File: src/rtl/faccel_host.sv
// Host-side sequencer for the factorial accelerator register bus: takes one
// request, runs write N / start / poll / read F / stop, and returns n! or an error.
module faccel_host #(
  parameter int unsigned POLL_MAX = 64,
  parameter int unsigned N_MAX    = 12
) (
  input  logic        Clk,
  input  logic        Rst,
  input  logic        req_valid,
  input  logic [3:0]  req_n,
  output logic        req_ready,
  output logic        resp_valid,
  output logic [31:0] resp_data,
  output logic        resp_err,
  input  logic        resp_ready,
  output logic        busy,
  output logic        wel,
  output logic [1:0]  a,
  output logic [3:0]  d,
  input  logic [31:0] rdata
);

  localparam int CW = $clog2(POLL_MAX + 1);

  typedef enum logic [2:0] {
    S_IDLE, S_WR_N, S_WR_G, S_POLL, S_RD_F, S_CLR_G, S_RESP
  } state_t;

  state_t      r_state, w_state_nxt;
  logic [3:0]  r_n, w_n_nxt;
  logic [CW-1:0] r_cnt, w_cnt_nxt;
  logic [31:0] r_data, w_data_nxt;
  logic        r_err, w_err_nxt;
  logic        r_wel, w_wel_nxt;
  logic [1:0]  r_a, w_a_nxt;
  logic [3:0]  r_d, w_d_nxt;
  logic        r_req_ready, r_resp_valid, r_busy;

  // NOTE: every signal gets a default before the case so no path can leave
  // it unassigned; otherwise synthesis infers a latch to hold the old value.
  always_comb begin
    w_state_nxt = r_state;
    w_n_nxt     = r_n;
    w_cnt_nxt   = r_cnt;
    w_data_nxt  = r_data;
    w_err_nxt   = r_err;

    unique case (r_state)
      S_IDLE: begin
        if (req_valid) begin
          w_n_nxt    = req_n;
          w_data_nxt = '0;
          if (32'(req_n) > N_MAX) begin
            w_err_nxt   = 1'b1;
            w_state_nxt = S_RESP;
          end else begin
            w_err_nxt   = 1'b0;
            w_state_nxt = S_WR_N;
          end
        end
      end
      S_WR_N: w_state_nxt = S_WR_G;
      S_WR_G: begin
        w_cnt_nxt   = '0;
        w_state_nxt = S_POLL;
      end
      S_POLL: begin
        // Only S[0] (done) is architecturally defined; upper S bits are ignored.
        if (rdata[0]) begin
          w_state_nxt = S_RD_F;
        end else if (r_cnt == CW'(POLL_MAX - 1)) begin
          w_err_nxt   = 1'b1;
          w_data_nxt  = '0;
          w_state_nxt = S_CLR_G;
        end else begin
          w_cnt_nxt = r_cnt + CW'(1);
        end
      end
      S_RD_F: begin
        w_data_nxt  = rdata;
        w_state_nxt = S_CLR_G;
      end
      S_CLR_G: w_state_nxt = S_RESP;
      S_RESP: begin
        if (resp_ready) w_state_nxt = S_IDLE;
      end
      default: w_state_nxt = S_IDLE;
    endcase

    // Bus outputs are decoded from the next state so they are registered
    // and line up with the state they belong to.
    w_wel_nxt = 1'b0;
    w_a_nxt   = 2'd0;
    w_d_nxt   = 4'd0;
    unique case (w_state_nxt)
      S_WR_N:  begin w_wel_nxt = 1'b1; w_a_nxt = 2'd0; w_d_nxt = w_n_nxt; end
      S_WR_G:  begin w_wel_nxt = 1'b1; w_a_nxt = 2'd1; w_d_nxt = 4'd1;    end
      S_POLL:  w_a_nxt = 2'd2;
      S_RD_F:  w_a_nxt = 2'd3;
      S_CLR_G: begin w_wel_nxt = 1'b1; w_a_nxt = 2'd1; w_d_nxt = 4'd0;    end
      default: ;
    endcase
  end

  // NOTE: sequential state uses non-blocking assignments so every register
  // samples the pre-edge values, independent of statement order.
  always_ff @(posedge Clk or negedge Rst) begin
    if (!Rst) begin
      r_state      <= S_IDLE;
      r_n          <= '0;
      r_cnt        <= '0;
      r_data       <= '0;
      r_err        <= 1'b0;
      r_wel        <= 1'b0;
      r_a          <= 2'd0;
      r_d          <= 4'd0;
      r_req_ready  <= 1'b1;
      r_resp_valid <= 1'b0;
      r_busy       <= 1'b0;
    end else begin
      r_state      <= w_state_nxt;
      r_n          <= w_n_nxt;
      r_cnt        <= w_cnt_nxt;
      r_data       <= w_data_nxt;
      r_err        <= w_err_nxt;
      r_wel        <= w_wel_nxt;
      r_a          <= w_a_nxt;
      r_d          <= w_d_nxt;
      r_req_ready  <= (w_state_nxt == S_IDLE);
      r_resp_valid <= (w_state_nxt == S_RESP);
      r_busy       <= (w_state_nxt != S_IDLE);
    end
  end

  assign req_ready  = r_req_ready;
  assign resp_valid = r_resp_valid;
  assign resp_data  = r_data;
  assign resp_err   = r_err;
  assign busy       = r_busy;
  assign wel        = r_wel;
  assign a          = r_a;
  assign d          = r_d;

endmodule

File: config.mk
export PLATFORM = sky130hd
export DESIGN_NAME = faccel_host
export DESIGN_NICKNAME = d
export VERILOG_FILES = /design/src/rtl/faccel_host.sv
export SDC_FILE = /design/constraint.sdc
export NUM_CORES = 1
export LEC_CHECK = 0
export ABC_AREA = 0
export BUFFER_PORTS_ARGS = -buffer_cell sky130_fd_sc_hd__buf_2
export CORE_MARGIN = 10
export CORE_UTILIZATION = 48
export CTS_CLUSTER_SIZE = 10
export DETAILED_ROUTE_END_ITERATION = 10
export GPL_TIMING_DRIVEN = 0
export PLACE_DENSITY = 0.79
export SYNTH_ARGS = -nofsm -noshare
export SYNTH_HDL_FRONTEND = slang
export SYNTH_SLANG_ARGS = --single-unit
File: constraint.sdc
create_clock -name Clk -period 2.8 [get_ports Clk]
set_input_delay 0.56 -clock Clk [delete_from_list [all_inputs] [get_ports Clk]]
set_output_delay 0.56 -clock Clk [all_outputs]
set_load 0.05 [all_outputs]
=== Word level (Yosys, flattened, before mapping) ===
Index checks and enable logic that the tools add are counted.

* Register bits: 57
* Bits of input ports: 40
* Output and inout port bits: 43
* Logic and storage cells: 64

* Add/sub/neg operators: 1
* Magnitude comparators: 1
* Equality and inequality tests: 17
* Muxes and demuxes: 23
* Reductions and logical operators: 11

{| class="wikitable"
|+ Operators with widths
! kind !! number
|-
| $mux W32 || 3
|-
| $pmux W32 S3 || 1
|-
| $pmux W3 S7 || 1
|-
| $eq A3 B3 Y1 const B || 6
|-
| $mux W3 || 5
|-
| $mux W7 || 2
|-
| $pmux W7 S2 || 1
|-
| $eq A3 B2 Y1 const B || 4
|-
| $mux W4 || 2
|-
| $ne A2 B2 Y1 const B || 4
|-
| $pmux W4 S2 || 1
|-
| $reduce_and A4 Y1 || 2
|-
| $add A7 B1 Y7 const B || 1
|-
| $eq A7 B6 Y1 const B || 1
|-
| $eq A3 B1 Y1 const B || 2
|-
| $logic_not A3 Y1 || 2
|-
| $pmux W2 S3 || 1
|-
| $reduce_bool A3 Y1 || 2
|-
| $mux W1 || 5
|-
| $gt A4 B4 Y1 const B || 1
|-
| $reduce_bool A2 Y1 || 2
|-
| $reduce_and A3 Y1 || 1
|-
| $reduce_or A3 Y1 || 1
|-
| $pmux W1 S2 || 1
|-
| $reduce_or A2 Y1 || 1
|}

=== Depth between registers and ports, before layout ===
Gate-level depths: netlist (run 1).

* Depth in word-level cells: 7
* Mapped depth: 8

=== Worst setup path after synthesis (run 1) ===
OpenSTA, ideal clock, no wires.

* Path kind: register to register
* From: register r_cnt[0]
* To: register r_cnt[3]
* Setup time: 0.077 ns
* Data arrival time: 1.993 ns
* Path slack: 0.730 ns
* Stages on the path, launching flop included: 8
* Path buffers: 1
* Period minus slack after synthesis: 2.070 ns
* Cell sequence: dfrtp_1 > ha_1 > and3_1 > a41oi_1 > and3b_1 > buf_6 > or4_1 > a21oi_1

* Word-level cells in the longest chain between the ends: 4
* Elaborated cells on any way between the ends: 7

{| class="wikitable"
|+ Ends and longest elaborated chain
! what !! line !! RTL
|-
| start, declared || 31 || <nowiki>logic [CW-1:0] r_cnt, w_cnt_nxt;</nowiki>
|-
| start signal, assigned || 123 || <nowiki>r_cnt <= w_cnt_nxt;</nowiki>
|-
| $add A7 B1 Y7 || 76 || <nowiki>w_cnt_nxt = r_cnt + CW'(1);</nowiki>
|-
| $mux W7 || 71 || <nowiki>end else if (r_cnt == CW'(POLL_MAX - 1)) begin</nowiki>
|-
| $mux W7 || 69 || <nowiki>if (rdata[0]) begin</nowiki>
|-
| $pmux W7 S2 || 48 || <nowiki>unique case (r_state)</nowiki>
|}

Parallel ways exist; a longest one is shown, timed or not. The select of a mux whose other input is x is not followed.
A chain may end at the register's enable or synchronous reset.

=== Worst setup path in the final report (run 1) ===
Same ends and word-level chain as after synthesis.

==> impl_metrics.yaml, run 1 <==
status:
  status: "completed"
synth:
  syn_nets: 214
  synth_cell_types: 39
  ys_ff_latch: 53
  synthCells: 173
  synthArstFlopShare: 1.000
  yosysSeqAreaShare: 0.6187
  synth_edf_count: 0
  synth_compound_area_frac: 0.2023
  synth_top_family_by_area: "compound AO/OA/AOI/OAI gates"
  yosysWarnings: 0
  syn_area_per_cell_um2: 12.40
  syn_area_mm2: 0.002146
  synth_flop_cell: "dfrtp_1"
  synthAdderAreaFrac: 0.005831
  yosys.area_share.simple: 0.1324
  yosys-mux-area-fraction: 0.009329
  synthXorXnorAreaFrac: 0
global_route:
  grt_max_degree: 54
  grt_overflow: 0
  grt_pass1_vias: 1776
  antenna_found_initial: 0
  grt_pass1_wl_um: 8631
  grt_use_total: 0.1435
clock_tree:
  cts_hold_buffers: 0
  cts_tree: "built"
  post_cts_buffers: 0
  clock_sinks: 53
  cts_buffers: 5
  ctsResizeCount: 0
  clockBufferDepth: 2
  cts.clk_slew.worst_paths_ns: 0.10
  cts_root_buf: "clkbuf_8"
  insertion_delay_ns: 0.31
  htreeDepth: 2
floorplanning:
  io_pins: 83
  core_area_mm2: 0.004354
  die_h_um: 86.86
  die-area_mm2: 0.007545
  rows: 24
  fp.dieW_um: 86.86
  start_util: 0.4928
layout:
  fillCellCount: 352
  layout.nets: 303
  register_area_mm2: 0.001328
  design_area_mm2: 0.002734
  multiInputGateArea_um2: 750.7
  area_growth_pct: 27.41
  num_antenna_cells: 0
  drive_gt1_frac: 0.3726
detailed_routing:
  drc: 0
  routedWlPerCell_um: 17.08
  firstDrtPassIters: 4
  totalWireLength_um: 5381
  ant_nets: 0
  vias_per_cell: 5.444
  drt_iter0_drc: 75
  vias: 1715
pwr:
  p_sw_frac: 0.4800
  comb_power_share: 0.512
  peakVddDrop_uv: 657.4
  p_leak_nw: 1.456
  pwr_density_cell_mw_per_mm2: 1245
  p_int_mw: 1.769
  power.share.clock: 0.152
  seqPwrFrac: 0.336
  p_sw_mw: 1.633
worst_setup_path:
  worst_setup_path_start_kind: "register"
  cp-startpoint: "r_cnt[0]"
  worst-path-max-fanout: 7
  worst_r2r_path_depth: 7
  crit_type: "reg -> reg"
  worstSetupEndpoint: "r_cnt[3]"
  worstSetupEndpointType: "register"
  r2r_setup_slack_ns: 0.50
  arrival_ns: 2.53
  required_ns: 3.03
  reg2reg_to: "r_cnt[3]"
  crit-reg2reg-launch: "r_cnt[0]"
place:
  routabilityCongestion: 0.8294
  port_buffers: 82
  post-place-ws_ns: 0.4314
  dp_hpwl_um: 4086
  post_dp_cell_area_mm2: 0.002621
timing:
  period_minus_slack_ns: 2.301
  setup_viol: 0
  tightest_slew_ns: 1.117
  worst_slack_ns: 0.4986
  tns_ns: 0
  max_freq_mhz: 434.5
  clock_skew_ns: 0.01099
  finalCritPeriodShare: 0.8219
  hold_viol_final: 0
  drv_slew: 0
  rsz0062_at_grt: "false"
  slew_headroom: 0.2553
flow_run:
  cap_violations: 0
hold_path:
  hp-class: "in -> reg"
-- critical path, cell delays in order (launching register included) --
cell and delay, ns:
dfrtp_1 0.42, ha_1 0.24, and3_1 0.20, a41oi_1 0.35
and3b_1 0.23, buf_6 0.13, or4_1 0.49, a21oi_1 0.17
-- cells in the final DEF, fill, tap and decap left out, types with 2 or more instances in the layout --
cell type / netlist / routed
buf_2: 3 / 85
dfrtp_1: 52 / 52
a22o_1: 33 / 33
nand2_1: 14 / 14
clkbuf_1: 6 / 6
nor2b_1: 5 / 5
nand3_1: 5 / 5
o21ai_0: 5 / 5
nor2_1: 5 / 5
clkbuf_8: 0 / 5
and2_1: 4 / 4
inv_1: 3 / 3
a21oi_1: 3 / 3
or4_1: 3 / 3
a31oi_1: 3 / 3
nand2b_1: 3 / 3
mux2i_1: 2 / 2
o31ai_1: 2 / 2
-- worst min path at each step --
stage / from / to / depth (start not counted)
floorplan: Rst / a[0] / 0
global placement: resp_data[2] / resp_data[2] / 1
detailed placement: resp_data[28] / resp_data[28] / 1
CTS: rdata[14] / resp_data[14] / 2
global route: rdata[31] / resp_data[31] / 2
finish: rdata[31] / resp_data[31] / 2
-- synth_stat cells (2+ instances only) --
library cell / instances / share of area
nor2b_1: 5 / 0.015
nand2_1: 14 / 0.024
inv_1: 3 / 0.0052
dfrtp_1: 52 / 0.61
or4_1: 3 / 0.010
a21oi_1: 3 / 0.0070
o31ai_1: 2 / 0.0070
o21ai_0: 5 / 0.012
buf_2: 3 / 0.0070
nand3_1: 5 / 0.012
mux2i_1: 2 / 0.0093
nor2_1: 5 / 0.0087
nand2b_1: 3 / 0.0087
a31oi_1: 3 / 0.0087
a22o_1: 33 / 0.13
clkbuf_1: 6 / 0.010
and2_1: 4 / 0.012
-- cell families after synthesis --
group / after synthesis
AOI/OAI and AO/OA: 53
DFF: 53
and+or+nand+nor: 49
buffers and inverters: 15
muxes: 2
adders and majority gates: 1
-- sequential cells by signal (all words and copies together) (netlist names) --
signal / flops
busy: 1
resp_data: 32
resp_valid: 1
req_ready: 1
resp_err: 1
r_state: 3
a: 2
d: 4
wel: 1
r_cnt: 7
-- power by group through the flow --
| stage | combinational (mW) | clock [mW] | sequential [mW] |
|---|---|---|---|
| 6_report | 1.74 | 0.518 | 1.14 |
| 3_3_place_gp | 1.73 | 0 | 1.14 |
| 4_1_cts | 1.76 | 0.525 | 1.14 |
| 2_1_floorplan | 0.643 | 0 | 1.82 |
| 5_1_grt | 1.88 | 0.561 | 1.17 |
| 3_5_place_dp | 1.76 | 0 | 1.15 |
-- metrics by stage --
step	total power, mW	instances	util	hold slack (ns)
floorplan	2.467	173	-	0.2644
global placement	2.877	307	0.6020	0.4781
detailed placement	2.910	307	0.6020	0.4786
CTS	3.430	315	0.6279	0.4626
global route	3.611	315	0.6279	0.4555
finish	3.403	315	0.6279	0.4615
-- metal layers --
metal / GRT usage / part of all wire / up-vias
li1: - / - / 816
met1: 0.1766 / 0.41 / 814
met2: 0.2232 / 0.48 / 74
met3: 0.05243 / 0.082 / 11
met4: 0.05596 / 0.026 / 0
met5: 0 / 0 / -
-- cell type report --
cell class / count / share of cell area
clock buffer: 5 / 0.02517
timing repair buffer: 82 / 0.1501
multi-input combinational: 105 / 0.2746
sequential: 53 / 0.4856
buffer: 11 / 0.01922
clock inverter: 3 / 0.01602
tap: 52 / 0.02380
inverter: 4 / 0.005492
No activity file was read; power rests on OpenSTA's default activity.
==> run 2, diff against run 1 <==
==> constraint.sdc (replaced) <==
create_clock -name Clk -period 2.21 [get_ports Clk]
set_input_delay 0.442 -clock Clk [delete_from_list [all_inputs] [get_ports Clk]]
set_output_delay 0.442 -clock Clk [all_outputs]
set_load 0.05 [all_outputs]
==> run 2 against run 1 <==
Count of clock-buffer cells in the layout is the same. Register-to-register slack lost 0.40 ns. Total power grew 28%. Critical path type unchanged. Highest routed layer unchanged.
==> impl_metrics.yaml, run 2 (synthesized netlist as in run 1, its figures left out) <==
layout:
  area_growth_pct: 28.69
  multiInputGateArea_um2: 774.5
  num_antenna_cells: 0
  layout.nets: 303
  largest_reg_flops: 32
  design_area_mm2: 0.002761
  final_cell_mix: "buf_2 (85), dfrtp_1 (52), a22o_1 (33)"
  fillCellCount: 350
  register_area_mm2: 0.001328
  layout_commonest_cell: "buf_2"
  drive_gt1_frac: 0.3992
place:
  post-place-ws_ns: -0.07038
  post_dp_cell_area_mm2: 0.002621
  routabilityCongestion: 0.8294
  dp_hpwl_um: 4086
  port_buffers: 82
global_route:
  grt_pass1_wl_um: 8735
  grt_max_degree: 54
  grt_pass1_vias: 1791
  grt_use_total: 0.1453
  antenna_found_initial: 0
  grt_overflow: 0
worst_setup_path:
  cp_top_family: "simple AND/OR/NAND/NOR gates"
  crit-reg2reg-launch: "r_cnt[0]"
  reg2reg_to: "r_cnt[3]"
  worst_r2r_path_depth: 7
  worst-path-max-fanout: 7
  worstSetupEndpoint: "r_cnt[3]"
  slowest_delay_ns: 0.51
  crit_type: "reg -> reg"
  required_ns: 2.44
  critPathBufInv: 1
  cp-startpoint: "r_cnt[0]"
  worst_setup_path_start_kind: "register"
  worstSetupEndpointType: "register"
  critical_path_depth: 7
  arrival_ns: 2.35
  cp_slowest_cell: "or4_4"
  r2r_setup_slack_ns: 0.1
  crit_chain: "ha_2 -> and3_1 -> a41oi_2 -> and3b_1 -> buf_6 -> or4_4 -> a21oi_2"
timing:
  slew_headroom: 0.2597
  tightest_slew_ns: 1.110
  rsz0062_at_grt: "false"
  worst_slack_ns: 0.09680
  drv_slew: 0
  hold_viol_final: 0
  finalCritPeriodShare: 0.9562
  max_freq_mhz: 473.2
  period_minus_slack_ns: 2.113
  setup_viol: 0
  clock_skew_ns: 0.01050
  whs_ns: 0.3407
detailed_routing:
  routedWlPerCell_um: 17.37
  drc: 0
  drt_iter0_drc: 95
  totalWireLength_um: 5470
  vias_per_cell: 5.438
  firstDrtPassIters: 4
  vias: 1713
  ant_nets: 0
floorplanning:
  die_h_um: 86.86
  fp.dieW_um: 86.86
  start_util: 0.4928
  die-area_mm2: 0.007545
  core_area_mm2: 0.004354
  io_pins: 83
  rows: 24
clock_tree:
  insertion_delay_ns: 0.31
  cts_hold_buffers: 0
  cts_root_buf: "clkbuf_8"
  clockBufferDepth: 2
  cts_buffers: 5
  cts_tree: "built"
  clock_sinks: 53
  htreeDepth: 2
  cts.clk_slew.worst_paths_ns: 0.09
pwr:
  pwr_density_cell_mw_per_mm2: 1572
  power_mw: 4.341
  p_leak_nw: 1.460
  peakVddDrop_uv: 835.1
status:
  status: "completed"
hold_path:
  hp-class: "in -> async"
flow_run:
  cap_violations: 0
==> run 2: changes by cell type in the layout (fill, tap and decap cells not counted) <==
cell	before	now
inv_1	3	2
or4_4	0	1
buf_4	0	1
a31oi_1	3	2
ha_2	0	1
inv_2	0	1
ha_1	1	0
a41oi_2	0	1
a21oi_1	3	2
a21oi_2	0	1
a31oi_2	0	1
or4_1	3	2
a41oi_1	1	0
clkbuf_1	6	5
==> run 2: what timing repair did <==
item,CTS,global route
setup buffers,0,1
endpoints found under the hold margin,0,0
resized for setup,1,5
endpoints found under the setup margin,2,8
pin swaps,1,2
==> run 2: final cells by class <==
type / instances / share of cell area
Buffer: 10 / 0.01767
Clock buffer: 5 / 0.02492
Clock inverter: 3 / 0.01586
Inverter: 4 / 0.005437
Multi-Input combinational cell: 105 / 0.2805
Sequential cell: 53 / 0.4807
Tap cell: 52 / 0.02356
Timing Repair Buffer: 83 / 0.1513
==> run 2: how the worst min path moves through the flow <==
stage / startpoint / to / slack, ns / depth (start not counted)
6_report: Rst / r_cnt[4] / 0.34 / 1
5_1_grt: rdata[31] / resp_data[31] / 0.34 / 2
4_1_cts: rdata[14] / resp_data[14] / 0.34 / 2
3_5_place_dp: resp_data[28] / resp_data[28] / 0.48 / 1
3_3_place_gp: resp_data[2] / resp_data[2] / 0.48 / 1
2_1_floorplan: Rst / a[0] / 0.15 / 0
==> run 2: per-layer routing <==
metal,vias to the layer above,GRT usage,share of wire
met5,-,0,0
met4,0,0.05596,0.024
met3,12,0.05243,0.074
met2,73,0.2285,0.49
met1,809,0.1772,0.42
li1,819,-,-
==> run 2: power breakdown <==
| part | internal (mW) | leakage, nW | switching, mW | total, mW |
|---|---|---|---|---|
| Clock | 0.340 | 0.0585 | 0.315 | 0.655 |
| Combinational | 0.635 | 0.706 | 1.60 | 2.24 |
| Sequential | 1.28 | 0.696 | 0.172 | 1.45 |
==> run 2: metrics by stage <==
step           std cells  setup TNS [ns]  utilization
4_1_cts              315               0       0.6296
3_5_place_dp         307        -0.08483       0.6020
3_3_place_gp         307        -0.02748       0.6020
2_1_floorplan        173               0            -
6_report             315               0       0.6342
5_1_grt              315               0       0.6342
